$ cat src/rtl/layer_seq_ctrl.sv
// layer_seq_ctrl: input pacing and output collection for one fully-connected layer.
// Streams an activation vector into the neurons as a broadcast, waits for every
// neuron result, then re-serialises the results as a valid/ready stream.
// Optional build macro LAYER_ARGMAX_EN adds a class_idx/class_valid argmax result.
`timescale 1ns/1ps

module layer_seq_ctrl #(
  parameter int numInput  = 784,
  parameter int numNeuron = 30,
  parameter int dataWidth = 16
) (
  input  logic                              clk,
  input  logic                              rst,
  input  logic signed [dataWidth-1:0]       s_data,
  input  logic                              s_valid,
  output logic                              s_ready,
  output logic signed [dataWidth-1:0]       n_in,
  output logic                              n_in_valid,
  input  logic [numNeuron*dataWidth-1:0]    n_out,
  input  logic [numNeuron-1:0]              n_outvalid,
  output logic signed [dataWidth-1:0]       m_data,
  output logic                              m_valid,
  input  logic                              m_ready,
  output logic                              m_last,
  output logic                              busy
`ifdef LAYER_ARGMAX_EN
  ,
  output logic [((numNeuron > 1) ? $clog2(numNeuron) : 1)-1:0] class_idx,
  output logic                              class_valid
`endif
);

  localparam int CW = $clog2(numInput + 1);
  localparam int IW = (numNeuron > 1) ? $clog2(numNeuron) : 1;

  typedef enum logic [1:0] {IDLE, FEED, WAIT, DRAIN} state_t;

  state_t                      state_q, state_d;
  logic [CW-1:0]               in_cnt;
  logic [CW-1:0]               in_cnt_inc;
  logic [IW-1:0]               out_idx;
  logic [IW-1:0]               idx_inc;
  logic [numNeuron-1:0]        done;
  logic [numNeuron-1:0]        done_nxt;
  logic signed [dataWidth-1:0] cap_buf [numNeuron];
  logic                        s_hs;
  logic                        m_hs;

  assign s_hs       = s_valid & s_ready;
  assign m_hs       = m_valid & m_ready;
  assign in_cnt_inc = in_cnt + 1'b1;
  assign idx_inc    = out_idx + 1'b1;
  // Results arriving in the same cycle count toward completion immediately.
  assign done_nxt   = done | ((state_q == WAIT) ? n_outvalid : '0);
  assign busy       = (state_q != IDLE);

  // State register.
  always_ff @(posedge clk) begin
    if (rst) state_q <= IDLE;
    else     state_q <= state_d;
  end

  // Next-state decode.
  always_comb begin
    state_d = state_q;
    case (state_q)
      IDLE:  if (s_hs) state_d = (numInput == 1) ? WAIT : FEED;
      FEED:  if (s_hs && (in_cnt_inc == CW'(numInput))) state_d = WAIT;
      WAIT:  if (&done_nxt) state_d = DRAIN;
      DRAIN: if (m_hs && m_last) state_d = IDLE;
      default: state_d = IDLE;
    endcase
  end

  // Input pacing, broadcast, result capture and output serialisation.
  always_ff @(posedge clk) begin
    if (rst) begin
      s_ready    <= 1'b0;
      n_in       <= '0;
      n_in_valid <= 1'b0;
      in_cnt     <= '0;
      out_idx    <= '0;
      done       <= '0;
      m_data     <= '0;
      m_valid    <= 1'b0;
      m_last     <= 1'b0;
      for (int i = 0; i < numNeuron; i++) cap_buf[i] <= '0;
    end else begin
      s_ready    <= (state_d == IDLE) || (state_d == FEED);
      n_in_valid <= s_hs;
      if (s_hs) begin
        n_in   <= s_data;
        in_cnt <= (state_q == IDLE) ? CW'(1) : in_cnt_inc;
      end
      if (state_q == WAIT) begin
        for (int i = 0; i < numNeuron; i++)
          if (n_outvalid[i]) cap_buf[i] <= n_out[i*dataWidth +: dataWidth];
        done <= done_nxt;
        if (&done_nxt) begin
          out_idx <= '0;
          m_valid <= 1'b1;
          m_data  <= n_outvalid[0] ? n_out[dataWidth-1:0] : cap_buf[0];
          m_last  <= (numNeuron == 1);
        end
      end
      if ((state_q == DRAIN) && m_hs) begin
        if (m_last) begin
          m_valid <= 1'b0;
          m_last  <= 1'b0;
          done    <= '0;
        end else begin
          out_idx <= idx_inc;
          m_data  <= cap_buf[idx_inc];
          m_last  <= (idx_inc == IW'(numNeuron - 1));
        end
      end
    end
  end

`ifdef LAYER_ARGMAX_EN
  logic signed [dataWidth-1:0] max_val;
  logic [IW-1:0]               max_idx;
  logic                        argmax_take;
  logic [IW-1:0]               argmax_idx;

  // Strict greater-than keeps the lower index on ties.
  assign argmax_take = (out_idx == '0) || (m_data > max_val);
  assign argmax_idx  = argmax_take ? out_idx : max_idx;

  // Running argmax over drained words; result published after the last word.
  always_ff @(posedge clk) begin
    if (rst) begin
      max_val     <= '0;
      max_idx     <= '0;
      class_idx   <= '0;
      class_valid <= 1'b0;
    end else begin
      class_valid <= 1'b0;
      if ((state_q == DRAIN) && m_hs) begin
        if (argmax_take) begin
          max_val <= m_data;
          max_idx <= out_idx;
        end
        if (m_last) begin
          class_idx   <= argmax_idx;
          class_valid <= 1'b1;
        end
      end
    end
  end
`endif

endmodule

$ cat config.mk
export PLATFORM = sky130hd
export DESIGN_NAME = layer_seq_ctrl
export DESIGN_NICKNAME = d
export VERILOG_FILES = /design/src/rtl/layer_seq_ctrl.sv
export SDC_FILE = /design/constraint.sdc
export NUM_CORES = 1
export LEC_CHECK = 0
export ABC_AREA = 0
export CORE_AREA = 2 2 220 222
export CTS_BUF_LIST = sky130_fd_sc_hd__clkbuf_4 sky130_fd_sc_hd__clkbuf_8 sky130_fd_sc_hd__clkbuf_16
export CTS_CLUSTER_DIAMETER = 200
export DETAILED_ROUTE_END_ITERATION = 10
export DIE_AREA = 0 0 222 224
export GPL_TIMING_DRIVEN = 0
export PLACE_DENSITY = 0.85
export SLEW_MARGIN = 10
export SYNTH_ARGS = -nofsm -noshare
export SYNTH_HDL_FRONTEND = slang
export SYNTH_SLANG_ARGS = --single-unit
$ cat constraint.sdc
create_clock -name clk -period 6.8 [get_ports clk]
set_input_delay 1.36 -clock clk [delete_from_list [all_inputs] [get_ports clk]]
set_output_delay 1.36 -clock clk [all_outputs]
set_load 0.1 [all_outputs]
==> results.py <==
metrics = {
    "status": {
        "status": "completed",
    },
    "logic_synthesis": {
        "ys_seq_area_frac": 0.6262,
        "yosysTopAreaCell": "edfxtp_1",
        "synth_area_leaders": "edfxtp_1, mux4_2, and3_1, dfxtp_1, nor2b_1",
        "synthFlopType": "edfxtp_1",
        "syn_avg_cell_area_um2": 13.80,
        "yosysTopAreaCellShare": 0.5615,
        "mappedNetlistArea_um2": 25670,
        "synth-edff-count": 480,
        "ys_warn_count": 0,
        "syn_inst": 1860,
        "async_flop_share": 0,
        "synth_most_common_cell": "edfxtp_1",
        "syn_nets": 2394,
        "synth_common_cells": "edfxtp_1, and3_1, nor2b_1, nand2_1, mux4_2",
        "synth_seq_cells": 563,
        "synth.distinct_cells": 53,
    },
    "setup_path": {
        "required_ns": 7.25,
        "r2r-end": "m_data[4]",
        "crit_path_end_kind": "register",
        "path_max_fanout": 10,
        "critical_path_class": "register to register",
        "r2r_setup_slack_ns": 1.24,
        "rr_worst_depth": 14,
        "reg2reg_from": "out_idx[0]",
        "worstPathArrival_ns": 6.01,
        "start_kind": "register",
    },
    "sta": {
        "finClkSkew_ns": 0.02900,
        "setup_violations": 0,
        "period_share": 0.8176,
        "fmax_mhz": 179.9,
        "fin_setup_tns_ns": 0,
        "slew_headroom": 0.1202,
        "worst_pin_slew_ns": 1.315,
        "min_period_ns": 5.560,
        "maxSlewViolCount": 0,
        "worst_slack_ns": 1.240,
        "hold_viol": 0,
        "grt_setup_unrepaired": "false",
        "whs_ns": 0.4542,
    },
    "placement": {
        "dpl.hpwl_mm": 72.00,
        "place_ws_ns": 1.655,
        "gp_congestion": 1.041,
        "dpl.cell_count": 3039,
        "io_buffers": 564,
    },
    "power_and_ir_drop": {
        "combinationalPowerShare": 0.090,
        "seqPwrFrac": 0.499,
        "irDropWorstVdd_mv": 0.1950,
        "p_switching_w": 0.001741,
        "p_per_area_nw_per_um2": 231.8,
        "swShare": 0.2206,
        "clkPwrFrac": 0.411,
        "cellLeakagePower_nw": 13.01,
        "internal-power_w": 0.006152,
    },
    "global_route": {
        "antenna_found_initial": 26,
        "globalRouteOverflowTotal": 0,
        "grt_max_degree": 17,
        "grt_pass1_vias": 20060,
        "grt_pass1_wl_mm": 132.3,
        "track_usage": 0.3756,
    },
    "layout": {
        "finalNonFillerCells": 3163,
        "fin_nets": 3017,
        "fillers": 3047,
        "area_growth_pct": 32.64,
        "final_layout_size_suffix_gt1_frac": 0.1230,
    },
    "floorplan": {
        "pin_count": 567,
        "std_cell_rows": 80,
        "die_w_um": 222,
        "start_util": 0.5422,
        "die-area_um2": 49730,
        "die_y_um": 224,
        "core_area_um2": 47350,
    },
    "hold_path": {
        "whs_endpoint": "n_in[4]",
        "hp-class": "register to register",
        "whs_path_depth": 2,
        "min_from": "n_in[4]",
    },
    "drt": {
        "vias_per_cell": 6.340,
        "vias": 20050,
        "drc": 0,
        "initialDrtViolationCount": 2635,
        "wl_per_cell_um": 29.85,
        "drt_first_pass_iters": 6,
        "wirelength_mm": 94.43,
        "ant_nets": 0,
    },
    "cts": {
        "holdBufCountCts": 0,
        "post_cts_resized": 0,
        "clock_latency_ns": 0.63,
        "cts_tree": "built",
        "cts_buffer_depth": 3,
        "htree_levels": 2,
        "cts_setup_buffers": 0,
        "clock_sinks": 563,
        "cts_root_buffer": "clkbuf_16",
        "clk_pin_slew_ns": 0.06,
        "cts_buffers": 57,
    },
    "job": {
        "drv_cap": 0,
    },
}
[worst max path at each step]
| stage | startpoint | endpoint | cells past startpoint |
|---|---|---|---|
| after detailed placement | out_idx[0] | m_data[4] | 14 |
| after CTS | out_idx[0] | m_data[4] | 14 |
| after global placement | out_idx[0] | m_data[5] | 14 |
| after global routing | out_idx[0] | m_data[5] | 14 |
| after floorplan | out_idx[0] | m_data[10] | 14 |
| final | out_idx[0] | m_data[4] | 14 |
[critical path, stage by stage (launching register included)]
cell,delay (ns)
dfxtp_1,0.33
buf_2,0.19
buf_4,0.27
buf_2,0.55
buf_2,0.45
inv_1,0.12
ha_1,0.29
buf_2,0.24
buf_2,0.48
clkbuf_1,0.63
mux4_2,0.42
mux2i_1,0.39
o22ai_1,0.21
nor4_1,0.71
a211oi_1,0.12
[cells in the final DEF (no fill, tap or decap), drive strengths merged, types with 16 or more instances in the layout]
cell | synthesis | routed
a211oi | 16 | 16
a21o | 31 | 31
a21oi | 92 | 92
and3 | 289 | 289
buf | 38 | 38
clkbuf | 113 | 182
clkdlybuf4s50 | 0 | 564
clkinv | 0 | 26
dfxtp | 83 | 83
diode | 0 | 20
edfxtp | 480 | 480
inv | 20 | 21
mux2 | 31 | 31
mux2i | 35 | 35
mux4 | 112 | 112
nand2 | 113 | 113
nor2 | 63 | 63
nor2b | 198 | 198
nor4 | 19 | 19
o22ai | 30 | 30
[state kept, by name, summed over array words and instances, names as in the netlist, 2 cells and up]
signal and flops:
n_in 16, in_cnt 10, out_idx 5, cap_buf 480, m_data 16, state_q 2, done 30
[power by group through the flow]
stage	Clock [W]	Sequential [W]	Combinational, W
floorplan	0	0.00402	0.000203
global placement	0	0.00400	0.000692
detailed placement	0	0.00401	0.000698
CTS	0.00323	0.00394	0.000702
global route	0.00335	0.00395	0.000735
finish	0.00324	0.00394	0.000712
[stage by stage]
step	util	instance area, µm²	power (W)
floorplan	-	25670	0.004222
global placement	0.6777	32090	0.004690
detailed placement	0.6777	32090	0.004708
CTS	0.7181	34000	0.007872
global route	0.7191	34050	0.008036
finish	0.7192	34050	0.007892
[cell families after synthesis]
group / after synthesis / share of synthesized area
DFF: 563 / 0.6262
buffers and inverters: 172 / 0.02993
and+or+nand+nor: 731 / 0.1638
xor gates and xnor gates: 9 / 0.003363
adders and majority gates: 4 / 0.001950
AOI/OAI and AO/OA: 203 / 0.04923
muxes: 178 / 0.1255
[area by class of cell]
| type | instances | area (µm²) | share of cell area |
|---|---|---|---|
| Clock buffer | 69 | 1546 | 0.04542 |
| Multi-Input combinational cell | 1125 | 8827 | 0.2592 |
| Buffer | 152 | 693.2 | 0.02036 |
| Tap cell | 615 | 769.5 | 0.02260 |
| Timing Repair Buffer | 564 | 5645 | 0.1658 |
| Antenna cell | 20 | 50.05 | 0.001470 |
| Sequential cell | 563 | 16080 | 0.4721 |
| Clock inverter | 35 | 367.9 | 0.01080 |
| Inverter | 20 | 75.07 | 0.002205 |
[per-layer routing]
layer	track usage	wire (µm)
met4	0.2073	5704
met3	0.09995	12350
met1	0.4660	32230
met2	0.6048	44080
met5	0	61
No activity file was read; power rests on OpenSTA's default activity.
